--- src/rtl/rr_fifo_arbiter_if.sv ---
// FIFO-bank / egress-FIFO bundle seen by the round-robin arbiter.
// master = arbiter side, slave = FIFO side.
interface rr_fifo_arbiter_if #(
  parameter int DATA_W = 6
);
  logic [3:0]          empty;
  logic [4*DATA_W-1:0] data_in;
  logic                almost_full;
  logic [3:0]          pop;
  logic                push;
  logic [DATA_W-1:0]   data_out;
  logic [1:0]          grant_idx;

  modport master (
    input  empty, data_in, almost_full,
    output pop, push, data_out, grant_idx
  );

  modport slave (
    output empty, data_in, almost_full,
    input  pop, push, data_out, grant_idx
  );
endinterface

--- src/rtl/rr_fifo_arbiter.sv ---
// Round-robin drain of FF0..FF3 into the egress FIFO; STRICT_PRIO_EN selects fixed priority (FF0 first).
// Latency: pop is combinational, push/data_out/grant_idx follow one cycle later; 1 word/cycle.
// Backpressure: almost_full blocks new pops (in-flight push still lands); init forces pop=0 at once.
module rr_fifo_arbiter #(
  parameter int DATA_W = 6
) (
  input  logic                CLK,
  input  logic                reset,
  input  logic                init,
  input  logic [3:0]          en_mask_in,
  rr_fifo_arbiter_if.master   bus,
  output logic [2:0]          state,
  output logic                idle
);

  typedef enum logic [2:0] {
    ST_RESET  = 3'd0,
    ST_INIT   = 3'd1,
    ST_IDLE   = 3'd2,
    ST_ACTIVE = 3'd3,
    ST_STALL  = 3'd4
  } state_t;

  state_t            cur_st;
  state_t            nxt_st;
  logic [3:0]        en_mask;
  logic [1:0]        rr_ptr;
  logic [3:0]        cand;
  logic              req;
  logic              arb_ok;
  logic              found;
  logic [1:0]        gnt;
  logic [1:0]        idx;
  logic [3:0]        pop_c;
  logic [DATA_W-1:0] pop_dat;
  logic              push_q;
  logic [DATA_W-1:0] data_q;
  logic [1:0]        gidx_q;

  assign cand   = ~bus.empty & en_mask;
  assign req    = |cand;
  // Arbitration runs in the operational states only; init wins over everything.
  assign arb_ok = !init && !bus.almost_full && req &&
                  (cur_st == ST_IDLE || cur_st == ST_ACTIVE || cur_st == ST_STALL);

  always_comb begin
    gnt   = 2'd0;
    found = 1'b0;
    idx   = 2'd0;
`ifdef STRICT_PRIO_EN
    for (int k = 3; k >= 0; k--) begin
      if (cand[k]) begin
        gnt   = 2'(k);
        found = 1'b1;
      end
    end
`else
    for (int k = 1; k <= 4; k++) begin
      idx = rr_ptr + 2'(k);
      if (!found && cand[idx]) begin
        gnt   = idx;
        found = 1'b1;
      end
    end
`endif
  end

  assign pop_c   = (arb_ok && found) ? (4'b0001 << gnt) : 4'b0000;
  assign pop_dat = bus.data_in[gnt*DATA_W +: DATA_W];

  always_comb begin
    nxt_st = cur_st;
    case (cur_st)
      ST_RESET:  nxt_st = ST_INIT;
      ST_INIT:   if (!init) nxt_st = ST_IDLE;
      ST_IDLE: begin
        if (init)                  nxt_st = ST_INIT;
        else if (req)              nxt_st = bus.almost_full ? ST_STALL : ST_ACTIVE;
      end
      ST_ACTIVE: begin
        if (init)                  nxt_st = ST_INIT;
        else if (!req)             nxt_st = ST_IDLE;
        else if (bus.almost_full)  nxt_st = ST_STALL;
      end
      ST_STALL: begin
        if (init)                  nxt_st = ST_INIT;
        else if (!bus.almost_full) nxt_st = req ? ST_ACTIVE : ST_IDLE;
      end
      default:                     nxt_st = ST_RESET;
    endcase
  end

  always_ff @(posedge CLK or negedge reset) begin
    if (!reset) begin
      cur_st <= ST_RESET;
    end else begin
      cur_st <= nxt_st;
    end
  end

  always_ff @(posedge CLK or negedge reset) begin
    if (!reset) begin
      en_mask <= 4'hF;
      rr_ptr  <= 2'd3;
      push_q  <= 1'b0;
      data_q  <= '0;
      gidx_q  <= 2'd0;
    end else begin
      if (cur_st == ST_INIT) begin
        en_mask <= en_mask_in;
      end
      push_q <= |pop_c;
      if (|pop_c) begin
        rr_ptr <= gnt;
        gidx_q <= gnt;
        data_q <= pop_dat;
      end
    end
  end

  assign bus.pop       = pop_c;
  assign bus.push      = push_q;
  assign bus.data_out  = data_q;
  assign bus.grant_idx = gidx_q;
  assign state         = cur_st;
  assign idle          = (cur_st == ST_IDLE);

endmodule

--- src/flat_wrapper.sv ---
// flat-port wrapper written by rule: the top's interface ports become plain ports
module rr_fifo_arbiter_flat 
#(
  parameter int DATA_W = 6
)
  (CLK, reset, init, en_mask_in, state, idle, bus_empty, bus_data_in, bus_almost_full, bus_pop, bus_push, bus_data_out, bus_grant_idx);
  rr_fifo_arbiter_if #(.DATA_W(DATA_W)) bus_i ();
  input  logic CLK;
  input  logic reset;
  input  logic init;
  input  logic [3:0] en_mask_in;
  output logic [2:0] state;
  output logic idle;
  input wire logic [$bits(bus_i.empty)-1:0] bus_empty;
  input wire logic [$bits(bus_i.data_in)-1:0] bus_data_in;
  input wire logic [$bits(bus_i.almost_full)-1:0] bus_almost_full;
  output wire logic [$bits(bus_i.pop)-1:0] bus_pop;
  output wire logic [$bits(bus_i.push)-1:0] bus_push;
  output wire logic [$bits(bus_i.data_out)-1:0] bus_data_out;
  output wire logic [$bits(bus_i.grant_idx)-1:0] bus_grant_idx;
  assign bus_i.empty = bus_empty;
  assign bus_i.data_in = bus_data_in;
  assign bus_i.almost_full = bus_almost_full;
  assign bus_pop = bus_i.pop;
  assign bus_push = bus_i.push;
  assign bus_data_out = bus_i.data_out;
  assign bus_grant_idx = bus_i.grant_idx;
  rr_fifo_arbiter #(.DATA_W(DATA_W)) u_core (.CLK(CLK), .reset(reset), .init(init), .en_mask_in(en_mask_in), .bus(bus_i), .state(state), .idle(idle));
endmodule
--- config.mk ---
export PLATFORM = sky130hd
export DESIGN_NAME = rr_fifo_arbiter_flat
export DESIGN_NICKNAME = d
export VERILOG_FILES = /design/src/rtl/rr_fifo_arbiter_if.sv /design/src/rtl/rr_fifo_arbiter.sv /design/src/flat_wrapper.sv
export SDC_FILE = /design/constraint.sdc
export NUM_CORES = 1
export LEC_CHECK = 0
export CORE_MARGIN = 8
export CORE_UTILIZATION = 41
export DETAILED_ROUTE_END_ITERATION = 10
export PLACE_DENSITY = 0.8
export SLEW_MARGIN = 20
export SYNTH_ARGS = -nofsm -noshare
export SYNTH_HDL_FRONTEND = slang
export SYNTH_SLANG_ARGS = --single-unit
--- constraint.sdc ---
create_clock -name CLK -period 4.5 [get_ports CLK]
set_input_delay 1.35 -clock CLK [delete_from_list [all_inputs] [get_ports CLK]]
set_output_delay 1.35 -clock CLK [all_outputs]
set_load 0.1 [all_outputs]
# == After elaboration in Yosys (flattened, before gate mapping) ==
# Cells that the tools add are included.
# classes
n_addsub,3
n_mul,1
div,0
magnitude_cmp,4
n_eq_ne,8
n_shift,2
muxes,28
n_bitwise,2
n_reduce_logical,18
# op_table
cell,count
3-bit two-way mux,9
24-bit by 6-bit indexed part select with 6-bit output,1
3-bit case mux with 5 select lines,1
2-bit by 3-bit less-than comparator with 1-bit output (second input constant),4
1-bit two-way mux,9
1-bit binary-select mux with 2-bit select,4
2-bit two-way mux,4
4-bit OR reduction,2
1-bit logical AND,7
3-bit by 2-bit equality test with 1-bit output (second input constant),2
1-bit zero test,5
2-bit adder (second input constant),2
4-bit bitwise AND,1
2-bit by 2-bit multiplier with 4-bit output (second input constant),1
4-bit two-way mux,1
4-bit != test (second input constant),1
4-bit inverter,1
4-bit AND reduction,1
1-bit by 2-bit << shifter with 4-bit output (first input constant),1
3-bit by 1-bit equality test with 1-bit output (second input constant),1
3-bit equality test (second input constant),1
3-bit zero test,1
3-bit by 2-bit != test with 1-bit output (second input constant),1
3-bit != test (second input constant),1
other kinds (3),4
# word_totals
register_bits,18
latchBits,0
ram_bits,0
mem_bits_ro,0
in_bits,36
n_memories,0

# == Longest topological paths before layout ==
# logic_depth
depth_word,17
mapped_depth,7

# == Worst setup path before layout ==
# No wires, ideal clock.
# synth_path
kind,input to output
start,in bus_empty[0]
end,out bus_pop[3]
t_arrival_ns,4.224
required_ns,3.150
slack_ns,-1.074
cell_stages,4
path_buffers,0
cell_sequence,and2b_2 a2111oi_4 or4_4 nor3_1
# synth_via
elab_chain_len,16
word_cells_on_any_way,30
cone_classes,shift: 1; mux: 17; bitwise: 2; reduce/logical: 10
# synth_rtl
element,line,source
from (decl),flat_wrapper.sv:14,input wire logic [$bits(bus_i.empty)-1:0] bus_empty;
4-bit inverter (*),rr_fifo_arbiter.sv:40,assign cand = ~bus.empty & en_mask;
4-bit bitwise AND (*),rr_fifo_arbiter.sv:40,
1-bit binary-select mux with 2-bit select,rr_fifo_arbiter.sv:60,if (!found && cand[idx]) begin
1-bit two-way mux (implied by the code),rr_fifo_arbiter.sv:60,
1-bit two-way mux,rr_fifo_arbiter.sv:60,
1-bit zero test,rr_fifo_arbiter.sv:60,
1-bit logical AND,rr_fifo_arbiter.sv:60,
1-bit two-way mux,rr_fifo_arbiter.sv:60,
1-bit zero test,rr_fifo_arbiter.sv:60,
1-bit logical AND,rr_fifo_arbiter.sv:60,
1-bit two-way mux,rr_fifo_arbiter.sv:60,
1-bit zero test,rr_fifo_arbiter.sv:60,
1-bit logical AND,rr_fifo_arbiter.sv:60,
2-bit two-way mux / 1-bit two-way mux (equally long branches),rr_fifo_arbiter.sv:60,
1-bit by 2-bit << shifter with 4-bit output / 1-bit logical AND (equally long branches),rr_fifo_arbiter.sv:68,assign pop_c = (arb_ok && found) ? (4'b0001 << gnt) : 4'b0000;
4-bit two-way mux (*),rr_fifo_arbiter.sv:68,
to (decl),flat_wrapper.sv:17,output wire logic [$bits(bus_i.pop)-1:0] bus_pop;
# Every way passes the cells marked *; elsewhere a longest branch is shown, timed or not. The select of a mux whose other input is x is not followed.

# == Worst setup path in the final report ==
# layout_path
start,in bus_empty[2]
end,out bus_pop[2]
# Same word-level chain as after synthesis.

==> summary.md <==
| Metric | Value |
|---|---|
| Clock-pin slew on the worst setup and hold paths | 0.10 ns |
| Final Max Tran Viols | 0 |
| Max-slew headroom | 33.49% |
| FF-to-FF Start | u_core.en_mask[1] |
| Leakage | 0.8027 nW |
| Met2 wire length | 1.685 mm |
| Met1 wire length | 1.236 mm |
| EDFF count, synth | 0 |
| Type of origin of the critical path | input port |
| Clk_lat worst skew | 0.30 ns |
| Die W | 68.64 um |
| Total congestion overflow | 0 |
| Share of layout cells above drive strength 1 | 31.29% |
| Flop2flop setup slack | 2.36 ns |
| 1st-iter DRT viols | 22 |
| CTS root buf | clkbuf_4 |
| Design Area, Final | 1852 um^2 |
| Post-CTS Hold Fix Bufs | 0 |
| Top FF cell, synth | dfrtp_1 |
| Post-synthesis net count | 136 |
| Highest metal used | met4 |
| Register Area | 457.9 um^2 |
| WL per Instance | 16.90 um |
| Final setup fails | 0 |
| Final ANT Viol Nets | 0 |
| Max Cap Viol | 0 |
| Multi-input gate area | 651.9 um^2 |
| Share of the synthesized area in the top cell type | 26.43% |
| Total GRT Usage | 14.66% |
| Fill cell count | 215 |
| Antenna cell count | 0 |
| Skew final | 0.009295 ns |
| Placed inst area | 1803 um^2 |
| Hold path depth | 1 |
| Worst reg2reg path depth | 6 |
| Drt drc | 0 |
| Synth Register Bits | 18 |
| Syn avg cell area | 11.36 um^2 |
| RSZ-0062 raised after global routing | false |
| 1st-pass router iterations | 4 |
| Largest net degree at the start of global routing | 19 |
| Dominant cell type by area after synthesis | dfrtp_1 |
| Crit Path Category | in2out |
| Met3 routed wirelength | 331 um |
| Worst hold endpoint | u_core.bus.grant_idx[1] |
| First-pass GRT wire length | 5.306 mm |
| PwrDens | 728.7 nW/um^2 |
| FF-to-FF End | u_core.bus.data_out[5] |
| Status | completed |
| Setup TNS | 0 ns |
| Post-Route WL | 3.278 mm |
| IO Count | 53 |
| IO Port Bufs | 52 |
| Worst slew pin tran | 0.9946 ns |
| Initial antenna violation count | 0 |
| Vias in the first global route | 1176 |
| Die footprint | 4711 um^2 |
| CTS sink cnt | 18 |
| Mapped cell area | 1136 um^2 |
| Arrival @ worst endpoint | 3.07 ns |
| GPL Wtd Cong | 0.8360 |
| Min-delay worst type | reg2reg |
| Min-delay src | u_core.bus.grant_idx[1] |
| Tmin final | 4.421 ns |
| Site Rows | 19 |
| Crit path max fanout | 4 |
| Hpwl dp | 2.691 mm |
| Worst EP required | 3.15 ns |
| H-Tree Depth | 1 |
| CP Capture Type | output port |
| Starting Density | 42.29% |
| Yosys warnings | 0 |
| Nets@finish | 200 |
| Count of unique library cells instantiated by Yosys | 39 |
| Peak VDD IR | 0.0005130 V |
| Die height | 68.64 um |
| FFs w/ async S/R, synth | 100.0% |
| CTS tree | yes |
| Gate Count Post-Synth | 100 |
| Sequential fraction of the synthesis area | 40.31% |
| Final Cycle Share | 98.25% |
| Largest cells by area after synthesis | dfrtp_1 (26%), dfstp_2 (14%), mux2i_1 (11%), a221oi_2 (6.6%), nor2_1 (5.3%) |
| Fmax achieved | 0.2262 GHz |
| Area Growth Syn to Fin | 63.00% |
| Final hold violation count | 0 |
| DR vias | 1027 |
| Core ar. | 2686 um^2 |
| TritonCTS Buffers | 3 |
| Max Root-Sink Buffers | 2 |
| Vias per std cell | 5.294 |
per-stage QoR:
step	power, W	hold WS [ns]	cells	utilization, %	setup slack, ns
4_1_cts	0.001346	0.5161	192	68.10	0.01656
5_1_grt	0.001417	0.5422	194	68.93	0.01562
3_5_place_dp	0.001254	0.4918	188	67.12	0.02819
2_1_floorplan	0.0009923	0.4973	100	-	0.1595
3_3_place_gp	0.001229	0.4778	188	67.12	0.03991
6_report	0.001349	0.5087	194	68.93	0.07876
layout by cell type, fill, tap and decap left out, types with 4 or more instances in the layout:
cell type	netlist	final
dfstp_2	6	6
clkdlybuf4s50_1	0	45
a221oi_2	5	5
dfrtp_1	12	12
a21oi_1	4	4
mux2_2	4	4
mux2i_1	12	12
buf_12	0	5
buf_4	1	10
nor2_1	16	15
cell usage after synthesis (all sizes together), types with 2 or more instances:
library cell,count
o21a,2
dfrtp,12
mux2,4
o22ai,2
a21oi,5
a221oi,5
and2b,2
mux2i,12
inv,3
nor2b,2
buf,4
a2111oi,2
nand2b,2
nor3b,5
nand2,2
dfstp,6
nor2,17
layout make-up:
cell class,count,share of cell area [%]
tap,31,2.095
timing repair buffer,63,35.81
multi-input combinational,75,35.20
inverter,3,0.7432
clock buffer,4,1.419
sequential,18,24.73
worst max-delay path, cell delays in order:
cell and delay (ns):
clkdlybuf4s50_1 0.44, or3b_1 0.36, a22oi_1 0.17, o221a_2 0.26
and2_4 0.15, and2b_2 0.16, buf_12 0.17
state kept, by name, indices dropped and copies added, names as in the netlist:
signal	cells
u_core.en_mask	4
u_core.state	3
u_core.bus.push	1
u_core.bus.grant_idx	2
u_core.bus.data_out	6
u_core.rr_ptr	2
what timing repair did:
action                                  in CTS  in global routing
gates resized for setup                      0                  4
setup buffers                                0                  2
endpoints found under the setup margin       0                  3
kinds of logic after synthesis:
family / synth area share [%]
AND/OR/NAND/NOR: 19.83
AO/OA/AOI/OAI: 20.71
multiplexers: 14.54
buffers and inverters: 4.626
flip-flops: 40.31
worst max path at each step:
stage,endpoint,slack [ns],from,cells after the start
final,bus_pop[2],0.08,bus_empty[2],7
after global routing,bus_pop[2],0.02,bus_empty[2],7
after CTS,bus_pop[2],0.02,bus_empty[0],8
after detailed placement,bus_pop[2],0.03,bus_empty[0],8
after global placement,bus_pop[2],0.04,bus_empty[0],8
after floorplan,bus_pop[2],0.16,bus_empty[0],7
power by group:
part,switching (W),internal [W],total [W]
Sequential,0.0000654,0.000255,0.000320
Combinational,0.000599,0.000344,0.000943
Clock,0.0000523,0.0000345,0.0000868
metal layers:
layer	vias to the layer above	global-route usage (%)
li1	498	-
met1	488	14.67
met2	37	26.25
met3	4	6.462
met4	0	5.371
met5	-	0
Power figures use the tool's default switching activity.
